`src/rtl/regfile_fwd_hilo_if.sv`:
```
// Bundle between the decode stage and the ID register file: read ports, in-flight
// forward slots, the WB commit port, HI/LO and the stall counter.
interface regfile_fwd_hilo_if #(
  parameter int unsigned DATA_W  = 32,
  parameter int unsigned ADDR_W  = 5,
  parameter int unsigned NUM_RD  = 2,
  parameter int unsigned NUM_FWD = 3,
  parameter int unsigned CNT_W   = 16
);
  logic [NUM_RD*ADDR_W-1:0]   rd_addr;
  logic [NUM_RD*DATA_W-1:0]   rd_data;
  logic                       rd_stall;
  logic [NUM_FWD-1:0]         fwd_we;
  logic [NUM_FWD-1:0]         fwd_ready;
  logic [NUM_FWD*ADDR_W-1:0]  fwd_waddr;
  logic [NUM_FWD*DATA_W-1:0]  fwd_wdata;
  logic [NUM_FWD-1:0]         fwd_hi_we;
  logic [NUM_FWD-1:0]         fwd_lo_we;
  logic [NUM_FWD*DATA_W-1:0]  fwd_hi;
  logic [NUM_FWD*DATA_W-1:0]  fwd_lo;
  logic                       we;
  logic [ADDR_W-1:0]          waddr;
  logic [DATA_W-1:0]          wdata;
  logic                       hi_we;
  logic                       lo_we;
  logic [DATA_W-1:0]          hi_wdata;
  logic [DATA_W-1:0]          lo_wdata;
  logic [DATA_W-1:0]          hi_rdata;
  logic [DATA_W-1:0]          lo_rdata;
  logic [CNT_W-1:0]           stall_cnt;

  modport master (
    output rd_addr, fwd_we, fwd_ready, fwd_waddr, fwd_wdata, fwd_hi_we, fwd_lo_we,
           fwd_hi, fwd_lo, we, waddr, wdata, hi_we, lo_we, hi_wdata, lo_wdata,
    input  rd_data, rd_stall, hi_rdata, lo_rdata, stall_cnt
  );

  modport slave (
    input  rd_addr, fwd_we, fwd_ready, fwd_waddr, fwd_wdata, fwd_hi_we, fwd_lo_we,
           fwd_hi, fwd_lo, we, waddr, wdata, hi_we, lo_we, hi_wdata, lo_wdata,
    output rd_data, rd_stall, hi_rdata, lo_rdata, stall_cnt
  );
endinterface

```
`src/rtl/regfile_fwd_hilo.sv`:
```
// ID-stage GPR file with HI/LO, combinational forwarded reads from in-flight
// stages, load-use hazard detection and a saturating stall counter.
module regfile_fwd_hilo #(
  parameter int unsigned DATA_W  = 32,
  parameter int unsigned ADDR_W  = 5,
  parameter int unsigned NUM_RD  = 2,
  parameter int unsigned NUM_FWD = 3,
  parameter int unsigned CNT_W   = 16
) (
  input logic              clk,
  input logic              resetn,
  regfile_fwd_hilo_if.slave bus
);
  localparam int unsigned DEPTH = 2**ADDR_W;

  logic [DATA_W-1:0]        gpr [DEPTH];
  logic [DATA_W-1:0]        hi_q;
  logic [DATA_W-1:0]        lo_q;
  logic [CNT_W-1:0]         cnt_q;
  logic [NUM_RD*DATA_W-1:0] rd_data_c;
  logic [NUM_RD-1:0]        hazard;
  logic [ADDR_W-1:0]        a;
  logic                     hit;
  logic [DATA_W-1:0]        val;
  logic [DATA_W-1:0]        hi_c;
  logic [DATA_W-1:0]        lo_c;
  logic                     hi_hit;
  logic                     lo_hit;

  always_ff @(posedge clk or negedge resetn) begin
    if (!resetn) begin
      for (int unsigned i = 0; i < DEPTH; i++) gpr[i] <= '0;
      hi_q  <= '0;
      lo_q  <= '0;
      cnt_q <= '0;
    end else begin
      if (bus.we && bus.waddr != '0) gpr[bus.waddr] <= bus.wdata;
      if (bus.hi_we) hi_q <= bus.hi_wdata;
      if (bus.lo_we) lo_q <= bus.lo_wdata;
      if (bus.rd_stall && cnt_q != '1) cnt_q <= cnt_q + CNT_W'(1);
    end
  end

  // The first matching slot ends the search even when not ready, so a pending
  // load never lets an older stage's stale value through.
  always_comb begin
    rd_data_c = '0;
    hazard    = '0;
    a         = '0;
    hit       = 1'b0;
    val       = '0;
    for (int unsigned k = 0; k < NUM_RD; k++) begin
      a   = bus.rd_addr[k*ADDR_W +: ADDR_W];
      hit = 1'b0;
      val = '0;
      if (a != '0) begin
        for (int unsigned j = 0; j < NUM_FWD; j++) begin
          if (!hit && bus.fwd_we[j] && bus.fwd_waddr[j*ADDR_W +: ADDR_W] == a) begin
            hit = 1'b1;
            if (bus.fwd_ready[j]) val = bus.fwd_wdata[j*DATA_W +: DATA_W];
            else                  hazard[k] = 1'b1;
          end
        end
        if (!hit) val = (bus.we && bus.waddr == a) ? bus.wdata : gpr[a];
      end
      rd_data_c[k*DATA_W +: DATA_W] = val;
    end
  end

  always_comb begin
    hi_c   = bus.hi_we ? bus.hi_wdata : hi_q;
    lo_c   = bus.lo_we ? bus.lo_wdata : lo_q;
    hi_hit = 1'b0;
    lo_hit = 1'b0;
    for (int unsigned j = 0; j < NUM_FWD; j++) begin
      if (!hi_hit && bus.fwd_hi_we[j]) begin
        hi_hit = 1'b1;
        hi_c   = bus.fwd_hi[j*DATA_W +: DATA_W];
      end
      if (!lo_hit && bus.fwd_lo_we[j]) begin
        lo_hit = 1'b1;
        lo_c   = bus.fwd_lo[j*DATA_W +: DATA_W];
      end
    end
  end

  assign bus.rd_data   = rd_data_c;
  assign bus.rd_stall  = |hazard;
  assign bus.hi_rdata  = hi_c;
  assign bus.lo_rdata  = lo_c;
  assign bus.stall_cnt = cnt_q;
endmodule
```
`src/flat_wrapper.sv`:
```
// flat-port wrapper written by rule: the top's interface ports become plain ports
module regfile_fwd_hilo_flat 
#(
  parameter int unsigned DATA_W  = 32,
  parameter int unsigned ADDR_W  = 5,
  parameter int unsigned NUM_RD  = 2,
  parameter int unsigned NUM_FWD = 3,
  parameter int unsigned CNT_W   = 16
)
  (clk, resetn, bus_rd_addr, bus_fwd_we, bus_fwd_ready, bus_fwd_waddr, bus_fwd_wdata, bus_fwd_hi_we, bus_fwd_lo_we, bus_fwd_hi, bus_fwd_lo, bus_we, bus_waddr, bus_wdata, bus_hi_we, bus_lo_we, bus_hi_wdata, bus_lo_wdata, bus_rd_data, bus_rd_stall, bus_hi_rdata, bus_lo_rdata, bus_stall_cnt);
  regfile_fwd_hilo_if #(.DATA_W(DATA_W), .ADDR_W(ADDR_W), .NUM_RD(NUM_RD), .NUM_FWD(NUM_FWD), .CNT_W(CNT_W)) bus_i ();
  input logic clk;
  input logic resetn;
  input wire logic [$bits(bus_i.rd_addr)-1:0] bus_rd_addr;
  input wire logic [$bits(bus_i.fwd_we)-1:0] bus_fwd_we;
  input wire logic [$bits(bus_i.fwd_ready)-1:0] bus_fwd_ready;
  input wire logic [$bits(bus_i.fwd_waddr)-1:0] bus_fwd_waddr;
  input wire logic [$bits(bus_i.fwd_wdata)-1:0] bus_fwd_wdata;
  input wire logic [$bits(bus_i.fwd_hi_we)-1:0] bus_fwd_hi_we;
  input wire logic [$bits(bus_i.fwd_lo_we)-1:0] bus_fwd_lo_we;
  input wire logic [$bits(bus_i.fwd_hi)-1:0] bus_fwd_hi;
  input wire logic [$bits(bus_i.fwd_lo)-1:0] bus_fwd_lo;
  input wire logic [$bits(bus_i.we)-1:0] bus_we;
  input wire logic [$bits(bus_i.waddr)-1:0] bus_waddr;
  input wire logic [$bits(bus_i.wdata)-1:0] bus_wdata;
  input wire logic [$bits(bus_i.hi_we)-1:0] bus_hi_we;
  input wire logic [$bits(bus_i.lo_we)-1:0] bus_lo_we;
  input wire logic [$bits(bus_i.hi_wdata)-1:0] bus_hi_wdata;
  input wire logic [$bits(bus_i.lo_wdata)-1:0] bus_lo_wdata;
  output wire logic [$bits(bus_i.rd_data)-1:0] bus_rd_data;
  output wire logic [$bits(bus_i.rd_stall)-1:0] bus_rd_stall;
  output wire logic [$bits(bus_i.hi_rdata)-1:0] bus_hi_rdata;
  output wire logic [$bits(bus_i.lo_rdata)-1:0] bus_lo_rdata;
  output wire logic [$bits(bus_i.stall_cnt)-1:0] bus_stall_cnt;
  assign bus_i.rd_addr = bus_rd_addr;
  assign bus_i.fwd_we = bus_fwd_we;
  assign bus_i.fwd_ready = bus_fwd_ready;
  assign bus_i.fwd_waddr = bus_fwd_waddr;
  assign bus_i.fwd_wdata = bus_fwd_wdata;
  assign bus_i.fwd_hi_we = bus_fwd_hi_we;
  assign bus_i.fwd_lo_we = bus_fwd_lo_we;
  assign bus_i.fwd_hi = bus_fwd_hi;
  assign bus_i.fwd_lo = bus_fwd_lo;
  assign bus_i.we = bus_we;
  assign bus_i.waddr = bus_waddr;
  assign bus_i.wdata = bus_wdata;
  assign bus_i.hi_we = bus_hi_we;
  assign bus_i.lo_we = bus_lo_we;
  assign bus_i.hi_wdata = bus_hi_wdata;
  assign bus_i.lo_wdata = bus_lo_wdata;
  assign bus_rd_data = bus_i.rd_data;
  assign bus_rd_stall = bus_i.rd_stall;
  assign bus_hi_rdata = bus_i.hi_rdata;
  assign bus_lo_rdata = bus_i.lo_rdata;
  assign bus_stall_cnt = bus_i.stall_cnt;
  regfile_fwd_hilo #(.DATA_W(DATA_W), .ADDR_W(ADDR_W), .NUM_RD(NUM_RD), .NUM_FWD(NUM_FWD), .CNT_W(CNT_W)) u_core (.clk(clk), .resetn(resetn), .bus(bus_i));
endmodule
```
`config.mk`:
```
export PLATFORM = sky130hd
export DESIGN_NAME = regfile_fwd_hilo_flat
export DESIGN_NICKNAME = d
export VERILOG_FILES = /design/src/rtl/regfile_fwd_hilo_if.sv /design/src/rtl/regfile_fwd_hilo.sv /design/src/flat_wrapper.sv
export SDC_FILE = /design/constraint.sdc
export NUM_CORES = 2
export LEC_CHECK = 0
export CAP_MARGIN = 0
export CORE_MARGIN = 2
export CORE_UTILIZATION = 58
export CTS_BUF_LIST = sky130_fd_sc_hd__clkbuf_8
export DETAILED_ROUTE_END_ITERATION = 10
export DONT_BUFFER_PORTS = 1
export HOLD_SLACK_MARGIN = 0.03
export PLACE_DENSITY = 0.72
export SLEW_MARGIN = 20
export SYNTH_ARGS = -nofsm -noshare
export SYNTH_HDL_FRONTEND = slang
export SYNTH_SLANG_ARGS = --single-unit
```
`constraint.sdc`:
```
create_clock -name clk -period 2 [get_ports clk]
set_clock_uncertainty 0.1 [all_clocks]
set_input_delay 0.1 -clock clk [delete_from_list [all_inputs] [get_ports clk]]
set_output_delay 0.1 -clock clk [all_outputs]
set_load 0.01 [all_outputs]
```
==> results.yml <==
run_status:
  outcome: "complete, but fails checks"
  failed_checks: "hold timing, setup timing"
synth:
  asyncSetResetFlopFracSynth_pct: 100
  synthFlopType: "sky130_fd_sc_hd__dfrtp_1"
  post_synth_inst_count: 4630
  synthesized_nets: 5062
  number_of_enable_flip_flop_cells_after_synthesis: 0
  synth.yosys.warnings: 0
  synth.lib_cells_used.distinct: 56
  ys_seq_area_share_pct: 44.1
  synth_area_per_cell_um2: 13.5
  synth-seq-cells: 1104
  syn-cell-area_um2: 62700
worst_setup_path:
  cp.required_ns: 1.80
  critical_path_class: "register to output pin"
  r2r-end: "u_core.hi_q[28]"
  start_kind: "register"
  regToRegStartpoint: "u_core.hi_q[28]"
  critical_path.startpoint: "u_core.gpr[887]"
  worst_setup_path_endpoint: "bus_rd_data[23]"
  crit_arrival_ns: 3.14
  cells_on_worst_reg2reg_path: 3
  regToRegSetupSlack_ns: -0.10
  timing.critical_path.to_type: "output pin"
  critical_path.max_fanout: 3
sta:
  fin_hold_ws_ns: -1.20
  timing.setup.tns_ns: -87.90
  slew_viol_final: 0
  period_minus_slack_ns: 3.34
  setup_slack_ns: -1.34
  finalHoldViolations: 505
  final_min_period_over_clock_period_pct: 167
  slew-limit-headroom_pct: 4.61
  worst_slew_pin_slew_ns: 1.43
  grt_setup_unrepaired: "true"
  max_clock_freq_mhz: 299
  finalSetupViolations: 152
route:
  maxUsedRoutingLayer: "met5"
  route.vias.total: 48900
  drt-pass1-iter-count: 6
  routed_wl_um: 240000
  wl_met1_um: 85200
  route.antenna.remaining_nets: 0
  drc: 0
  met3_length_um: 33400
  routed_wire_length_per_instance_um: 36.1
  vias_per_cell: 7.37
  drtIter0Drc: 6124
  met2_wirelength_um: 104000
job:
  max_cap_viol_count: 0
floorplanning:
  core_region_area_um2: 107000
  die_h_um: 333
  floorplan.die.width_um: 333
  initial_core_util_pct: 58.5
  rows: 120
  io_pins: 576
  dieArea_um2: 111000
clock_tree:
  clkSlewWorstSetupHoldPaths_ns: 0.07
  max-clock-path-buffers: 3
  number_of_buffers_added_by_the_clock_tree_synthesis_step: 187
  cts_num_sinks: 1104
  cts_root_buf: "sky130_fd_sc_hd__clkbuf_8"
  cts.htree.levels: 4
  clk-insertion-delay-late_ns: 0.91
  clock_tree_from_tritoncts: "built"
placement:
  gp_routability_congestion: 0.987
  pre_cts_ws_ns: -0.593
  placement.cell_area_um2: 67900
  numPortBuffers: 0
  place_hpwl_um: 137000
pwr:
  p_leak_nw: 33.0
  power_mw: 68.9
  power.density_cell_area_nw_per_um2: 885
  largest_voltage_drop_on_the_vdd_net_mv: 0.684
cells_and_area:
  finish.instance_area_um2: 77800
  syn_to_final_growth_pct: 24.2
  layout-drive-gt1-share_pct: 60.2
  finish.net_count: 5492
  n_fill_cell: 6606
global_route:
  antenna_found_initial: 24
  grt_util_all_layers_pct: 41.9
  grt_pass1_vias: 48700
  grt.overflow.total: 0
  grt_max_degree: 262
  grt_pass1_wl_um: 337000
min_path:
  hold_class: "input pin to asynchronous set/reset pin"
[synth_stat cells (21+ instances only)]
master,instances,area share (%)
sky130_fd_sc_hd__o21ai_0,41,0.33
sky130_fd_sc_hd__a2111oi_0,25,0.35
sky130_fd_sc_hd__nor2b_1,66,0.66
sky130_fd_sc_hd__nor3_1,21,0.17
sky130_fd_sc_hd__buf_6,25,0.45
sky130_fd_sc_hd__o22ai_1,96,0.96
sky130_fd_sc_hd__nand2_1,153,0.92
sky130_fd_sc_hd__a31oi_1,37,0.37
sky130_fd_sc_hd__o221ai_1,63,0.88
sky130_fd_sc_hd__mux2_2,1151,21
sky130_fd_sc_hd__buf_2,86,0.69
sky130_fd_sc_hd__buf_4,39,0.47
sky130_fd_sc_hd__nor2_1,170,1.0
sky130_fd_sc_hd__nor4_1,25,0.25
sky130_fd_sc_hd__mux4_2,514,18
sky130_fd_sc_hd__buf_1,58,0.35
sky130_fd_sc_hd__a21oi_1,216,1.7
sky130_fd_sc_hd__clkbuf_1,333,2.0
sky130_fd_sc_hd__mux2i_1,32,0.51
sky130_fd_sc_hd__xor2_1,39,0.55
sky130_fd_sc_hd__dfrtp_1,1104,44
sky130_fd_sc_hd__a211oi_1,194,2.3
[worst min path at each step]
| stage | from | endpoint | slack (ns) | cells past startpoint |
|---|---|---|---|---|
| detailed placement | resetn | u_core.lo_q[10] | -0.29 | 0 |
| global placement | resetn | u_core.lo_q[10] | -0.29 | 0 |
| global route | resetn | u_core.gpr[476] | -1.24 | 0 |
| CTS | resetn | u_core.gpr[988] | -1.26 | 0 |
| finish | resetn | u_core.gpr[476] | -1.20 | 0 |
| floorplan | resetn | u_core.bus.stall_cnt[0] | -0.30 | 0 |
[metrics by stage]
step                      utilization (%)  hold WS, ns  instances
after floorplan                         -       -0.296       4630
final                                72.7        -1.20       6631
after detailed placement             63.4       -0.293       6058
after global routing                 72.7        -1.24       6629
after global placement               63.4       -0.293       6058
after CTS                            71.0        -1.26       6576
[cell type report]
cell class | instances | area, µm² | share of cell area, %
flip-flops and latches | 1104 | 27600 | 35.5
clock inverters | 98 | 637 | 0.818
repair buffers | 786 | 7660 | 9.84
well taps | 1403 | 1760 | 2.26
inverters | 5 | 18.8 | 0.0241
multi-input cells | 2976 | 36800 | 47.3
clock buffers | 237 | 3260 | 4.19
diodes | 22 | 55.1 | 0.0707
[layout by cell type, fill, tap and decap left out, types with 42 or more instances in the layout]
cell and count:
sky130_fd_sc_hd__clkbuf_8 237, sky130_fd_sc_hd__a211oi_1 42, sky130_fd_sc_hd__mux4_2 515, sky130_fd_sc_hd__nor2b_1 62, sky130_fd_sc_hd__buf_12 80, sky130_fd_sc_hd__mux2_4 99
sky130_fd_sc_hd__o22ai_1 70, sky130_fd_sc_hd__a21oi_1 94, sky130_fd_sc_hd__nand2_1 132, sky130_fd_sc_hd__dlygate4sd3_1 191, sky130_fd_sc_hd__nor2_1 70, sky130_fd_sc_hd__buf_4 455
sky130_fd_sc_hd__a21oi_2 117, sky130_fd_sc_hd__nor2_2 51, sky130_fd_sc_hd__dfrtp_1 1104, sky130_fd_sc_hd__inv_1 55, sky130_fd_sc_hd__a211oi_2 119, sky130_fd_sc_hd__mux2_2 1053
sky130_fd_sc_hd__nor2_4 49
[sequential cells by signal, indices dropped and copies added, names as in the netlist]
signal / cells
u_core.bus.stall_cnt: 16
u_core.gpr: 1024
u_core.hi_q: 32
u_core.lo_q: 32
[worst max-delay path, stage by stage, from the launching register on]
cell and delay [ns]:
sky130_fd_sc_hd__dfrtp_1 0.48, sky130_fd_sc_hd__mux4_2 0.62, sky130_fd_sc_hd__mux2_4 0.32, sky130_fd_sc_hd__o221ai_2 0.17
sky130_fd_sc_hd__a211oi_2 0.08, sky130_fd_sc_hd__a211oi_2 0.28, sky130_fd_sc_hd__nor4_4 0.10, sky130_fd_sc_hd__buf_4 0.16
[layer usage]
| layer | global-route usage (%) | up-vias |
|---|---|---|
| li1 | - | 18700 |
| met1 | 55.4 | 25300 |
| met2 | 60.5 | 3835 |
| met3 | 15.1 | 1018 |
| met4 | 22.8 | 12 |
| met5 | 0 | - |
[cell families (layout without fill, tap and decap cells)]
logic type | count (synthesis) | count (layout) | synth area share [%]
xor gates and xnor gates | 53 | 53 | 0.741
buffers and inverters | 550 | 1126 | 4.08
muxes | 1700 | 1700 | 39.7
AOI/OAI and AO/OA | 692 | 692 | 7.22
DFF | 1104 | 1104 | 44.1
adders and majority gates | 1 | 1 | 0.0200
other | 0 | 22 | 0
and+or+nand+nor | 530 | 530 | 4.11
[where the power goes]
| group | internal [mW] | switching (mW) |
|---|---|---|
| logic | 10.9 | 7.13 |
| registers | 26.5 | 2.97 |
| clock network | 11.3 | 10.0 |
[what timing repair did]
action,4_1_cts,5_1_grt
gates resized for setup,415,352
pin swaps,161,189
endpoints found under the setup margin,139,168
setup buffers,14,29
hold buffers,212,21
endpoints found under the hold margin,1721,1047
Power figures use the tool's default switching activity.
